## src/rtl/quad_pkg.sv

```systemverilog
// Shared definitions for the quadrature decoder: decode-mode encodings,
// transition-classification constants and the position-width helper.
package quad_pkg;

    // Decode mode as presented on the mode input.
    typedef enum logic [1:0] {
        MODE_X1  = 2'b00,
        MODE_X2  = 2'b01,
        MODE_X4  = 2'b10,
        MODE_RSV = 2'b11
    } mode_e;

    // Classification of one {A,B} -> {A,B} transition.
    typedef enum logic [1:0] {
        TR_NONE    = 2'b00,
        TR_CW      = 2'b01,
        TR_ACW     = 2'b10,
        TR_ILLEGAL = 2'b11
    } trans_e;

    // Transition codes are {prev_a, prev_b, cur_a, cur_b}.
    // Clockwise sequence 00 -> 01 -> 11 -> 10 -> 00.
    localparam logic [3:0] T_CW_00_01  = 4'b0001;
    localparam logic [3:0] T_CW_01_11  = 4'b0111;
    localparam logic [3:0] T_CW_11_10  = 4'b1110;
    localparam logic [3:0] T_CW_10_00  = 4'b1000;
    // Anticlockwise is the reverse walk.
    localparam logic [3:0] T_ACW_00_10 = 4'b0010;
    localparam logic [3:0] T_ACW_10_11 = 4'b1011;
    localparam logic [3:0] T_ACW_11_01 = 4'b1101;
    localparam logic [3:0] T_ACW_01_00 = 4'b0100;
    // Both channels moving in one sample: direction is unknowable.
    localparam logic [3:0] T_ILL_00_11 = 4'b0011;
    localparam logic [3:0] T_ILL_01_10 = 4'b0110;
    localparam logic [3:0] T_ILL_10_01 = 4'b1001;
    localparam logic [3:0] T_ILL_11_00 = 4'b1100;

    // Smallest width able to hold 0 .. 4*cpr-1.
    function automatic int quad_pos_width(input int cpr);
        longint span;
        int     w;
        span = 64'(4) * longint'(cpr);
        w    = 1;
        while ((64'(1) << w) < span) begin
            w = w + 1;
        end
        return w;
    endfunction

    // Classify a transition between two filtered {A,B} samples.
    function automatic trans_e quad_classify(input logic [1:0] prev_ab,
                                             input logic [1:0] cur_ab);
        trans_e t;
        case ({prev_ab, cur_ab})
            T_CW_00_01, T_CW_01_11, T_CW_11_10, T_CW_10_00:     t = TR_CW;
            T_ACW_00_10, T_ACW_10_11, T_ACW_11_01, T_ACW_01_00: t = TR_ACW;
            T_ILL_00_11, T_ILL_01_10, T_ILL_10_01, T_ILL_11_00: t = TR_ILLEGAL;
            default:                                            t = TR_NONE;
        endcase
        return t;
    endfunction

    // Decide whether a legal transition advances the count in this mode.
    // x2 counts only edges of A; x1 counts only the 10<->00 edge of A.
    function automatic logic quad_counted(input trans_e     t,
                                          input logic [3:0] code,
                                          input logic [1:0] mode);
        logic c;
        c = 1'b0;
        if ((t == TR_CW) || (t == TR_ACW)) begin
            case (mode)
                MODE_X1: c = (code == T_CW_10_00) || (code == T_ACW_00_10);
                MODE_X2: c = (code[3] != code[1]);
                default: c = 1'b1;
            endcase
        end else begin
            c = 1'b0;
        end
        return c;
    endfunction

endpackage

```

## src/rtl/quad_glitch_filter.sv

```systemverilog
// Three-flop synchroniser followed by a run-length glitch filter: the output
// only follows the input after FILT_LEN consecutive samples that differ from it.
module quad_glitch_filter
    import quad_pkg::*;
#(
    parameter int FILT_LEN = 4
) (
    input  logic clk,
    input  logic rst,
    input  logic din,
    output logic dout
);

    localparam logic [3:0] CNT_LAST = 4'(FILT_LEN - 1);

    logic [2:0] sync_r;
    logic [3:0] cnt_r;
    logic       filt_r;
    logic [3:0] cnt_next_s;
    logic       filt_next_s;

    // Bring the asynchronous pin into the clock domain.
    always_ff @(posedge clk or posedge rst) begin
        if (rst) begin
            sync_r <= 3'b000;
        end else begin
            sync_r <= {sync_r[1:0], din};
        end
    end

    // Count differing samples; any agreeing sample restarts the run.
    always_comb begin
        cnt_next_s  = 4'd0;
        filt_next_s = filt_r;
        if (sync_r[2] == filt_r) begin
            cnt_next_s = 4'd0;
        end else if (cnt_r == CNT_LAST) begin
            filt_next_s = sync_r[2];
            cnt_next_s  = 4'd0;
        end else begin
            cnt_next_s = cnt_r + 4'd1;
        end
    end

    // Filter state register.
    always_ff @(posedge clk or posedge rst) begin
        if (rst) begin
            cnt_r  <= 4'd0;
            filt_r <= 1'b0;
        end else begin
            cnt_r  <= cnt_next_s;
            filt_r <= filt_next_s;
        end
    end

    assign dout = filt_r;

endmodule

```

## src/rtl/quad_decoder_idx.sv

```systemverilog
// Quadrature decoder with selectable x1/x2/x4 resolution, illegal-transition
// counting, armed index capture and step-period measurement.
module quad_decoder_idx
    import quad_pkg::*;
#(
    parameter int   CPR        = 4096,
    parameter int   FILT_LEN   = 4,
    parameter int   PER_W      = 20,
    parameter logic INDEX_ZERO = 1'b1,
    parameter logic INVERT_A   = 1'b0,
    parameter logic INVERT_B   = 1'b0,
    parameter logic INVERT_Z   = 1'b0,
    localparam int  POS_W      = quad_pos_width(CPR)
) (
    input  logic             clk,
    input  logic             rst,
    input  logic             a_in,
    input  logic             b_in,
    input  logic             z_in,
    input  logic [1:0]       mode,
    input  logic             zero_req,
    input  logic             index_arm,
    output logic [POS_W-1:0] pos,
    output logic             step_pulse,
    output logic             dir,
    output logic             illegal,
    output logic [7:0]       err_cnt,
    output logic [POS_W-1:0] index_pos,
    output logic             index_valid,
    output logic             index_armed,
    output logic [PER_W-1:0] period,
    output logic             period_valid
);

    localparam logic [POS_W-1:0] MAX_X1  = POS_W'(CPR - 1);
    localparam logic [POS_W-1:0] MAX_X2  = POS_W'(2 * CPR - 1);
    localparam logic [POS_W-1:0] MAX_X4  = POS_W'(4 * CPR - 1);
    localparam logic [PER_W-1:0] PER_MAX = {PER_W{1'b1}};

    logic             a_filt_s;
    logic             b_filt_s;
    logic             z_filt_s;

    logic [1:0]       prev_ab_r;
    logic             z_prev_r;
    logic             seeded_r;
    logic [1:0]       mode_prev_r;

    logic [POS_W-1:0] pos_r;
    logic             step_r;
    logic             dir_r;
    logic             illegal_r;
    logic [7:0]       err_cnt_r;
    logic [POS_W-1:0] index_pos_r;
    logic             index_valid_r;
    logic             index_armed_r;
    logic [PER_W-1:0] period_r;
    logic             period_valid_r;
    logic [PER_W-1:0] per_cnt_r;

    logic [1:0]       cur_ab_s;
    trans_e           trans_s;
    logic             mode_chg_s;
    logic             count_s;
    logic             illegal_s;
    logic             capture_s;
    logic [POS_W-1:0] pos_max_s;
    logic [POS_W-1:0] pos_step_s;
    logic [POS_W-1:0] pos_next_s;
    logic [7:0]       err_next_s;
    logic             armed_next_s;
    logic [PER_W-1:0] per_inc_s;

    quad_glitch_filter #(.FILT_LEN(FILT_LEN)) u_filt_a (
        .clk  (clk),
        .rst  (rst),
        .din  (a_in ^ INVERT_A),
        .dout (a_filt_s)
    );

    quad_glitch_filter #(.FILT_LEN(FILT_LEN)) u_filt_b (
        .clk  (clk),
        .rst  (rst),
        .din  (b_in ^ INVERT_B),
        .dout (b_filt_s)
    );

    quad_glitch_filter #(.FILT_LEN(FILT_LEN)) u_filt_z (
        .clk  (clk),
        .rst  (rst),
        .din  (z_in ^ INVERT_Z),
        .dout (z_filt_s)
    );

    // Classify the current transition and qualify steps, errors and capture.
    // Nothing is acted on until the previous-state registers hold real data.
    always_comb begin
        cur_ab_s   = {a_filt_s, b_filt_s};
        trans_s    = quad_classify(prev_ab_r, cur_ab_s);
        mode_chg_s = seeded_r && (mode != mode_prev_r);
        count_s    = seeded_r && !mode_chg_s
                     && quad_counted(trans_s, {prev_ab_r, cur_ab_s}, mode);
        illegal_s  = seeded_r && (trans_s == TR_ILLEGAL);
        capture_s  = seeded_r && index_armed_r && z_filt_s && !z_prev_r;
    end

    // Position arithmetic: modulus wrap, then clear sources by priority.
    always_comb begin
        case (mode)
            MODE_X1: pos_max_s = MAX_X1;
            MODE_X2: pos_max_s = MAX_X2;
            default: pos_max_s = MAX_X4;
        endcase

        if (trans_s == TR_CW) begin
            if (pos_r >= pos_max_s) begin
                pos_step_s = '0;
            end else begin
                pos_step_s = pos_r + POS_W'(1'b1);
            end
        end else begin
            if (pos_r == '0) begin
                pos_step_s = pos_max_s;
            end else begin
                pos_step_s = pos_r - POS_W'(1'b1);
            end
        end

        if (zero_req) begin
            pos_next_s = '0;
        end else if (capture_s && INDEX_ZERO) begin
            pos_next_s = '0;
        end else if (mode_chg_s) begin
            pos_next_s = '0;
        end else if (count_s) begin
            pos_next_s = pos_step_s;
        end else begin
            pos_next_s = pos_r;
        end
    end

    // Error count saturation, arm handling and period-counter saturation.
    always_comb begin
        if (illegal_s && (err_cnt_r != 8'hFF)) begin
            err_next_s = err_cnt_r + 8'd1;
        end else begin
            err_next_s = err_cnt_r;
        end

        if (capture_s) begin
            armed_next_s = 1'b0;
        end else if (index_arm) begin
            armed_next_s = 1'b1;
        end else begin
            armed_next_s = index_armed_r;
        end

        if (per_cnt_r == PER_MAX) begin
            per_inc_s = PER_MAX;
        end else begin
            per_inc_s = per_cnt_r + PER_W'(1'b1);
        end
    end

    // Remember the previous filtered inputs and mode; the first cycle out
    // of reset only seeds these.
    always_ff @(posedge clk or posedge rst) begin
        if (rst) begin
            prev_ab_r   <= 2'b00;
            z_prev_r    <= 1'b0;
            seeded_r    <= 1'b0;
            mode_prev_r <= 2'b00;
        end else begin
            prev_ab_r   <= cur_ab_s;
            z_prev_r    <= z_filt_s;
            seeded_r    <= 1'b1;
            mode_prev_r <= mode;
        end
    end

    // Position, step/direction reporting and illegal-transition tracking.
    always_ff @(posedge clk or posedge rst) begin
        if (rst) begin
            pos_r     <= '0;
            step_r    <= 1'b0;
            dir_r     <= 1'b0;
            illegal_r <= 1'b0;
            err_cnt_r <= 8'd0;
        end else begin
            pos_r     <= pos_next_s;
            step_r    <= count_s;
            illegal_r <= illegal_s;
            err_cnt_r <= err_next_s;
            if (count_s) begin
                dir_r <= (trans_s == TR_CW);
            end else begin
                dir_r <= dir_r;
            end
        end
    end

    // Index capture latches the position as it stood before this cycle.
    always_ff @(posedge clk or posedge rst) begin
        if (rst) begin
            index_pos_r   <= '0;
            index_valid_r <= 1'b0;
            index_armed_r <= 1'b0;
        end else begin
            index_valid_r <= capture_s;
            index_armed_r <= armed_next_s;
            if (capture_s) begin
                index_pos_r <= pos_r;
            end else begin
                index_pos_r <= index_pos_r;
            end
        end
    end

    // Clocks-between-steps measurement; starts saturated so the first step
    // after reset reports the maximum.
    always_ff @(posedge clk or posedge rst) begin
        if (rst) begin
            per_cnt_r      <= PER_MAX;
            period_r       <= '0;
            period_valid_r <= 1'b0;
        end else begin
            period_valid_r <= count_s;
            if (count_s) begin
                period_r  <= per_inc_s;
                per_cnt_r <= '0;
            end else begin
                period_r  <= period_r;
                per_cnt_r <= per_inc_s;
            end
        end
    end

    assign pos          = pos_r;
    assign step_pulse   = step_r;
    assign dir          = dir_r;
    assign illegal      = illegal_r;
    assign err_cnt      = err_cnt_r;
    assign index_pos    = index_pos_r;
    assign index_valid  = index_valid_r;
    assign index_armed  = index_armed_r;
    assign period       = period_r;
    assign period_valid = period_valid_r;

endmodule

```

## config.mk

```make
export PLATFORM = sky130hd
export DESIGN_NAME = quad_decoder_idx
export DESIGN_NICKNAME = d
export VERILOG_FILES = /design/src/rtl/quad_pkg.sv /design/src/rtl/quad_glitch_filter.sv /design/src/rtl/quad_decoder_idx.sv
export SDC_FILE = /design/constraint.sdc
export NUM_CORES = 1
export LEC_CHECK = 0
export CAP_MARGIN = 20
export CELL_PAD_IN_SITES_DETAIL_PLACEMENT = 2
export CELL_PAD_IN_SITES_GLOBAL_PLACEMENT = 2
export CORE_ASPECT_RATIO = 1.5
export CORE_MARGIN = 5
export CORE_UTILIZATION = 40
export DETAILED_ROUTE_END_ITERATION = 7
export DONT_BUFFER_PORTS = 1
export GPL_TIMING_DRIVEN = 0
export PLACE_DENSITY_LB_ADDON = 0.1
export SYNTH_ARGS = -nofsm -noshare
export SYNTH_HDL_FRONTEND = slang
export SYNTH_SLANG_ARGS = --single-unit
export TNS_END_PERCENT = 50
```

## constraint.sdc

```tcl
create_clock -name clk -period 4.2 [get_ports clk]
set_clock_uncertainty 0.15 [all_clocks]
set_input_delay 0 -clock clk [delete_from_list [all_inputs] [get_ports clk]]
set_output_delay 0 -clock clk [all_outputs]
set_load 0.005 [all_outputs]
```

Word-level counts from Yosys, hierarchy flattened
Memories as Yosys holds them, arrays and structs flattened.
Index checks and enable logic that the tools add are counted.
Widths: inputs -> output; s select.
{"block": "op_classes", "add_sub_neg": 7, "magnitude_cmp": 1, "eq_ne": 16, "muxes": 20, "bitwise": 3, "n_reduce_logical": 19}
{"operator": "$mux 14", "n": 7}
{"operator": "$mux 20", "n": 2}
{"operator": "$pmux 14 s2", "n": 1}
{"operator": "$mux 4", "n": 6}
{"operator": "$add 20x1->20 const B", "n": 1}
{"operator": "$eq 20x20->1 const B", "n": 1}
{"operator": "$eq 4x2->1 const B", "n": 4}
{"operator": "$add 14x1->14 const B", "n": 1}
{"operator": "$ge 14x14->1", "n": 1}
{"operator": "$logic_not 14->1", "n": 1}
{"operator": "$sub 14x1->14 const B", "n": 1}
{"operator": "$add 4x1->4 const B", "n": 3}
{"operator": "$add 8x1->8 const B", "n": 1}
{"operator": "$logic_and 1x1->1", "n": 8}
{"operator": "$ne 8x8->1 const B", "n": 1}
{"operator": "$reduce_and 2->1", "n": 3}
{"operator": "$eq 2x1->1 const B", "n": 2}
{"operator": "$eq 2x2->1 const B", "n": 2}
{"operator": "$eq 4x4->1 const B", "n": 1}
{"operator": "$reduce_bool 4->1", "n": 1}
{"operator": "$eq 1x1->1", "n": 3}
{"operator": "$mux 1", "n": 3}
{"operator": "$not 1->1", "n": 3}
{"operator": "$logic_not 1->1", "n": 2}
{"operator": "6 further kinds", "n": 7}
{"block": "totals", "register_bits": 111, "rom_bits": 32, "input_bits": 9, "output_inout_bits": 62, "elab_cells": 90, "mem_count": 1}
{"memory": "(no name shown)", "depth": 16, "word_bits": 2, "read_ports": 1, "rd_clocked_by_memory_dff": 0, "wr": 0, "line_no": "quad_pkg.sv:54", "source": "case ({prev_ab, cur_ab})"}

Logic depth before layout (Yosys ltp)
{"block": "depth", "word_depth": 9, "ltp_mapped": 13, "depth_no_buf": 11}

By module
Synthesis repeated with hierarchy kept, for this count alone.
{"block": "hier_totals", "hier_cells": 543, "hier_area_um2": 5510.3}
{"mod": "quad_decoder_idx", "n_inst": 1, "cells_per_inst": 477, "area_each_um2": 4530.6, "seq_area_each_um2": 2202.1}
{"mod": "quad_glitch_filter at u_filt_b ...", "n_inst": 2, "cells_per_inst": 22, "area_each_um2": 332.8, "seq_area_each_um2": 200.2}
{"mod": "quad_glitch_filter at u_filt_a", "n_inst": 1, "cells_per_inst": 22, "area_each_um2": 314.1, "seq_area_each_um2": 200.2}

Least setup slack after synthesis
Ideal clock, no wire load.
{"block": "synth_path", "kind": "reg2reg", "start": "reg u_filt_a.filt_r (netlist: u_filt_a.dout)", "end": "reg dir_r (netlist: dir)", "setup_ns": 0.125, "t_arrival_ns": 2.074, "t_required_ns": 3.925, "path_slack_ns": 1.851, "stages_incl_launch_ff": 11, "path_buffers": 2, "period_less_slack_ns": 2.349, "cell_sequence": "dfrtp_1 -> buf_2 -> nor2b_1 -> o21ai_0 -> o31ai_1 -> ha_1 -> and2_1 -> o221ai_2 -> nor2_1 -> buf_2 -> mux2_2"}
{"block": "synth_between", "elab_chain_cells": 5, "elab_cells_between_ends": 11, "classes_between": "eq/ne (5); mux (2); reduce/logical (3); memory (1)"}
{"item": "from (decl)", "line_no": "quad_glitch_filter.sv:18", "source": "logic filt_r;"}
{"item": "from (signal assigned)", "line_no": "quad_glitch_filter.sv:52", "source": "filt_r <= filt_next_s;"}
{"item": "$mem_v2 16x2, or another cell as far along"}
{"item": "$eq 2x1->1, or another cell as far along", "line_no": "quad_pkg.sv:70, quad_decoder_idx.sv:195"}
{"item": "$logic_or 1x1->1 or $pmux 1 s2 (tied branches)", "line_no": "quad_pkg.sv:70, quad_pkg.sv:71"}
{"item": "$mux 1", "line_no": "quad_pkg.sv:70", "source": "if ((t == TR_CW) || (t == TR_ACW)) begin"}
{"item": "$logic_and 1x1->1", "line_no": "quad_decoder_idx.sv:102", "source": "&& quad_counted(trans_s, {prev_ab_r, cur_ab_s}, mode);"}
{"item": "to (signal assigned)", "line_no": "quad_decoder_idx.sv:195", "source": "dir_r <= (trans_s == TR_CW);"}
{"item": "to (signal assigned)", "line_no": "quad_decoder_idx.sv:197", "source": "dir_r <= dir_r;"}
{"item": "to (decl)", "line_no": "quad_decoder_idx.sv:51", "source": "logic dir_r;"}
Parallel ways exist; a longest one is shown, timed or not.
A chain may end at the register's enable or synchronous reset.

Final worst setup path
{"block": "layout_path", "start": "reg pos_r[0] (netlist: pos[0])", "end": "reg pos_r[9] (netlist: pos[9])"}
{"block": "layout_between", "elab_chain_cells": 7, "elab_cells_between_ends": 11, "classes_between": "add/sub (2); order compare (1); mux (7); reduce/logical (1)"}
{"item": "from (decl)", "line_no": "quad_decoder_idx.sv:49", "source": "logic [POS_W-1:0] pos_r;"}
{"item": "from (signal assigned)", "line_no": "quad_decoder_idx.sv:190", "source": "pos_r <= pos_next_s;"}
{"item": "$sub 14x1->14, or another cell as far along", "line_no": "quad_decoder_idx.sv:125", "source": "pos_step_s = pos_r - POS_W'(1'b1);"}
{"item": "$mux 14 (on tied branches)", "line_no": "quad_decoder_idx.sv:122, quad_decoder_idx.sv:116"}
{"item": "$mux 14 *", "line_no": "quad_decoder_idx.sv:115", "source": "if (trans_s == TR_CW) begin"}
{"item": "$mux 14 *", "line_no": "quad_decoder_idx.sv:135", "source": "end else if (count_s) begin"}
{"item": "$mux 14 *", "line_no": "quad_decoder_idx.sv:133", "source": "end else if (mode_chg_s) begin"}
{"item": "$mux 14 *", "line_no": "quad_decoder_idx.sv:131", "source": "end else if (capture_s && INDEX_ZERO) begin"}
{"item": "$mux 14 *", "line_no": "quad_decoder_idx.sv:129", "source": "if (zero_req) begin"}
Mark *: on every way between the ends. The rest lies on a longest branch, timed or not. The select of a mux whose other input is x is not followed.

==> report_table.html <==
<table>
<tr><th>Metric</th><th>Value</th></tr>
<tr><th colspan="2">STA</th></tr>
<tr><td>Post-layout min period</td><td>approximately 3000 ps</td></tr>
<tr><td>Max-slew violations</td><td>0</td></tr>
<tr><td>Relative slew slack</td><td>a little under two fifths</td></tr>
<tr><td>Setup ws final</td><td>approximately 1200 ps</td></tr>
<tr><td>RSZ-0062 raised after global routing</td><td>false</td></tr>
<tr><td>Hold violation count in the final report</td><td>0</td></tr>
<tr><td>Max frequency</td><td>approximately 330 MHz</td></tr>
<tr><td>Transition time of the tightest slew-check pin</td><td>946.3 ps</td></tr>
<tr><td>Final Setup Violations</td><td>0</td></tr>
<tr><td>Ratio of final minimum period to clock period</td><td>a little under three quarters</td></tr>
<tr><th colspan="2">Clocking</th></tr>
<tr><td>Number of buffers added to fix hold violations after cts</td><td>7</td></tr>
<tr><td>Maximum level of the CTS H-tree</td><td>3</td></tr>
<tr><td>Cell at the root of the clock tree</td><td>sky130_fd_sc_hd__clkbuf_16</td></tr>
<tr><td>Max Root-Sink Buffers</td><td>2</td></tr>
<tr><td>TritonCTS clock tree</td><td>built</td></tr>
<tr><td>CTS clock-pin slew for the worst setup and hold paths</td><td>about 80 ps</td></tr>
<tr><td>Clock network latency to the later pin of the worst-skew pair</td><td>roughly 360 ps</td></tr>
<tr><td>TritonCTS Sinks</td><td>between 100 and 150</td></tr>
<tr><td>Buffers inserted by post-CTS timing repair</td><td>0</td></tr>
<tr><td>Post-cts sizing count</td><td>0</td></tr>
<tr><td>Number of buffers added by the clock tree synthesis step</td><td>9</td></tr>
<tr><th colspan="2">Pwr</th></tr>
<tr><td>Static leakage power</td><td>0.002600 uW</td></tr>
<tr><td>Worst ir drop on vdd</td><td>0.3063 mV</td></tr>
<tr><td>Power density over the cells</td><td>between 600 and 700 nW/um2</td></tr>
<tr><th colspan="2">Worst setup path</th></tr>
<tr><td>Type of destination of the critical path</td><td>flop</td></tr>
<tr><td>Number of cells traversed by the worst register-to-register path</td><td>7</td></tr>
<tr><td>Worst endpoint data arrival time</td><td>approximately 3100 ps</td></tr>
<tr><td>Type of origin of the critical path</td><td>flop</td></tr>
<tr><td>Critical path class</td><td>flop to flop</td></tr>
<tr><td>Reg-to-reg critical path endpoint</td><td>pos[9]$_DFFE_PP0P_</td></tr>
<tr><td>Worst-path fanout max</td><td>9</td></tr>
<tr><td>Critical R2R Launch</td><td>pos[0]$_DFFE_PP0P_</td></tr>
<tr><td>R2R setup slack</td><td>approximately 1200 ps</td></tr>
<tr><td>Data required time at the worst endpoint</td><td>4340 ps</td></tr>
<tr><th colspan="2">Synth</th></tr>
<tr><td>Sequential cell area fraction in the yosys report</td><td>~52%</td></tr>
<tr><td>Top cells by count, synth</td><td>sky130_fd_sc_hd__dfrtp_1, sky130_fd_sc_hd__nor2_1, sky130_fd_sc_hd__nand2_1</td></tr>
<tr><td>Post-synthesis instance total</td><td>approximately 540</td></tr>
<tr><td>Dominant register cell in the synthesized netlist</td><td>sky130_fd_sc_hd__dfrtp_1</td></tr>
<tr><td>Number of unique standard cell types used by synthesis</td><td>63</td></tr>
<tr><td>Share of synthesized flip-flops with an asynchronous set or reset</td><td>between 90% and 100%</td></tr>
<tr><td>Syn nets</td><td>~560</td></tr>
<tr><td>Avg Synthesized Cell Area</td><td>approximately 10 um2</td></tr>
<tr><td>Flop and latch count out of synthesis</td><td>111</td></tr>
<tr><td>Syn. warnings</td><td>0</td></tr>
<tr><td>Share of the synthesized area in the top cell type</td><td>41.95%</td></tr>
<tr><td>EDFF count, synth</td><td>0</td></tr>
<tr><td>Post-synth design cell area</td><td>around 5400 um2</td></tr>
<tr><td>Post-synth top area cell</td><td>sky130_fd_sc_hd__dfrtp_1</td></tr>
<tr><td>Biggest area contributors in the synthesized netlist</td><td>sky130_fd_sc_hd__dfrtp_1, sky130_fd_sc_hd__dfstp_2, sky130_fd_sc_hd__nor2_1</td></tr>
<tr><td>Most instantiated library cell after synthesis</td><td>sky130_fd_sc_hd__dfrtp_1</td></tr>
<tr><th colspan="2">Global route</th></tr>
<tr><td>Total congestion overflow after global routing</td><td>0</td></tr>
<tr><td>Overall global routing resource usage</td><td>just over 20%</td></tr>
<tr><td>Via count of the first global-routing pass</td><td>4,783</td></tr>
<tr><td>Maximum number of pins on one net before global-route repair</td><td>73</td></tr>
<tr><td>First-pass GRT wire length</td><td>between 20,000 and 30,000 um</td></tr>
<tr><td>Initial antenna violation count</td><td>0</td></tr>
<tr><th colspan="2">Final layout</th></tr>
<tr><td>Cell area after layout</td><td>approximately 6000 um2</td></tr>
<tr><td>Signed area change from the synthesized netlist to the final layout</td><td>10.97%</td></tr>
<tr><td>Combined flip-flop and latch cell area</td><td>approximately 2800 um2</td></tr>
<tr><td>Diodes inserted</td><td>0</td></tr>
<tr><td>Area of combinational cells with multiple inputs</td><td>between 2000 and 2500 um2</td></tr>
<tr><td>Layout cell share with drive strength beyond 1</td><td>14.97%</td></tr>
<tr><td>Final-layout fill cell count</td><td>~1,500</td></tr>
<tr><td>Nets</td><td>~580</td></tr>
<tr><th colspan="2">Run</th></tr>
<tr><td>Number of maximum-capacitance violations</td><td>0</td></tr>
<tr><th colspan="2">Placed design</th></tr>
<tr><td>Count of buffers inserted at the top-level ports</td><td>0</td></tr>
<tr><td>Sum of net half-perimeters after detailed placement</td><td>around 12,000 um</td></tr>
<tr><td>Weighted congestion reported at the end of routability-driven placement</td><td>0.8464</td></tr>
<tr><td>Place WS</td><td>between 1000 and 1500 ps</td></tr>
<tr><td>Placed Instance Area</td><td>5660 um2</td></tr>
<tr><th colspan="2">Drt</th></tr>
<tr><td>Routed vias/inst</td><td>between 5 and 6</td></tr>
<tr><td>DRC errors left</td><td>0</td></tr>
<tr><td>Post-DR wirelength/cell</td><td>22.36 um</td></tr>
<tr><td>Total via count in the routed design</td><td>about 4,200</td></tr>
<tr><td>Remaining antenna violation count</td><td>0</td></tr>
<tr><td>Final wirelength</td><td>about 16,000 um</td></tr>
<tr><td>Violation count after the first detailed-routing iteration</td><td>between 70 and 80</td></tr>
<tr><td>Total iterations of the first detailed-routing run</td><td>4</td></tr>
<tr><th colspan="2">Floorplanning</th></tr>
<tr><td>Die outline height</td><td>152.7 um</td></tr>
<tr><td>IO Count</td><td>71</td></tr>
<tr><td>DIE WIDTH</td><td>about 110 um</td></tr>
<tr><td>Core box area</td><td>between 10,000 and 15,000 um2</td></tr>
<tr><td>Total die area</td><td>~16,000 um2</td></tr>
<tr><td>Cell Rows</td><td>between 50 and 60</td></tr>
<tr><td>Effective utilization at floorplan</td><td>about two fifths</td></tr>
<tr><th colspan="2">Worst hold path</th></tr>
<tr><td>Tightest Hold Check Type</td><td>primary input to async pin</td></tr>
<tr><th colspan="2">Status</th></tr>
<tr><td>Outcome</td><td>completed</td></tr>
</table>
[cells in the final DEF (no fill, tap or decap), drive strengths merged, types with 8 or more instances in the layout]
cell	n
nor2	66
a21oi	36
ha	11
o21ai	22
nand3	21
clkbuf	16
inv	22
dfrtp	91
nand2	55
nor4	8
buf	24
xnor2	27
nand4	17
xor2	9
nor3	12
dfstp	20
[metal layers]
| layer | wire length (um) | GRT usage (%) |
|---|---|---|
| met5 | 0 | 0 |
| met4 | 422 | 8.410 |
| met3 | 592 | 4.281 |
| met2 | 9042 | 38.41 |
| met1 | 6109 | 22.00 |
[registers in the layout, indices dropped and copies added (netlist names), 3 cells and up]
name             flops
u_filt_a.sync_r      3
period              20
u_filt_z.sync_r      3
per_cnt_r           20
u_filt_z.cnt_r       4
u_filt_b.cnt_r       4
err_cnt              8
u_filt_a.cnt_r       4
pos                 14
index_pos           14
u_filt_b.sync_r      3
[critical path: stages (launching register included)]
cell and delay [ps]:
sky130_fd_sc_hd__dfrtp_1 540, sky130_fd_sc_hd__inv_1 180, sky130_fd_sc_hd__ha_1 220, sky130_fd_sc_hd__nor3b_1 790, sky130_fd_sc_hd__a41oi_1 500, sky130_fd_sc_hd__nand3b_1 260, sky130_fd_sc_hd__a31o_1 160, sky130_fd_sc_hd__a32o_1 130
[power breakdown]
part | switching [uW] | internal, uW | leakage [uW] | total (uW)
Clock | 419 | 441 | 0.000140 | 860
Sequential | 346 | 1460 | 0.00137 | 1800
Combinational | 972 | 552 | 0.00109 | 1520
[final cells by class]
type / instances / share of cell area [%]
clock buffers: 11 / 4.196
well taps: 162 / 3.365
repair buffers: 8 / 1.620
flip-flops and latches: 111 / 46.53
inverters: 20 / 1.288
clock inverters: 5 / 0.6647
plain buffers: 28 / 2.763
multi-input cells: 378 / 39.57
[per-stage QoR]
stage          util (%)  TNS [ps]  instances  total power, uW  hold WS (ps)
2_1_floorplan         -         0        537             2809        -118.6
3_3_place_gp      42.01     -8204        699             3242        -118.5
3_5_place_dp      42.23         0        700             3340        -181.0
4_1_cts           44.94         0        723             4243         15.38
5_1_grt           44.94         0        723             4471         36.23
6_report          44.94         0        723             4188         25.71
[worst max path at each step]
| stage | cells after the start | to | slack (ps) | from |
|---|---|---|---|---|
| floorplan | 1 | dir$_DFFE_PP0P_ | 1150 | rst |
| global placement | 1 | u_filt_b.cnt_r[2]$_DFF_PP0_ | -100 | rst |
| detailed placement | 7 | pos[9]$_DFFE_PP0P_ | 1260 | pos[0]$_DFFE_PP0P_ |
| CTS | 11 | pos[9]$_DFFE_PP0P_ | 1200 | u_filt_a.dout$_DFFE_PP0P_ |
| global route | 7 | pos[9]$_DFFE_PP0P_ | 990 | pos[0]$_DFFE_PP0P_ |
| finish | 7 | pos[9]$_DFFE_PP0P_ | 1200 | pos[0]$_DFFE_PP0P_ |
[logic make-up after synthesis]
logic type / synth area share [%]
simple gates: 21.14
xor+xnor: 5.809
buf+inv: 4.449
fa+ha+maj: 2.536
flops: 51.64
other cells: 0.06909
mux: 1.037
compound gates: 13.32
Power figures use the tool's default switching activity.
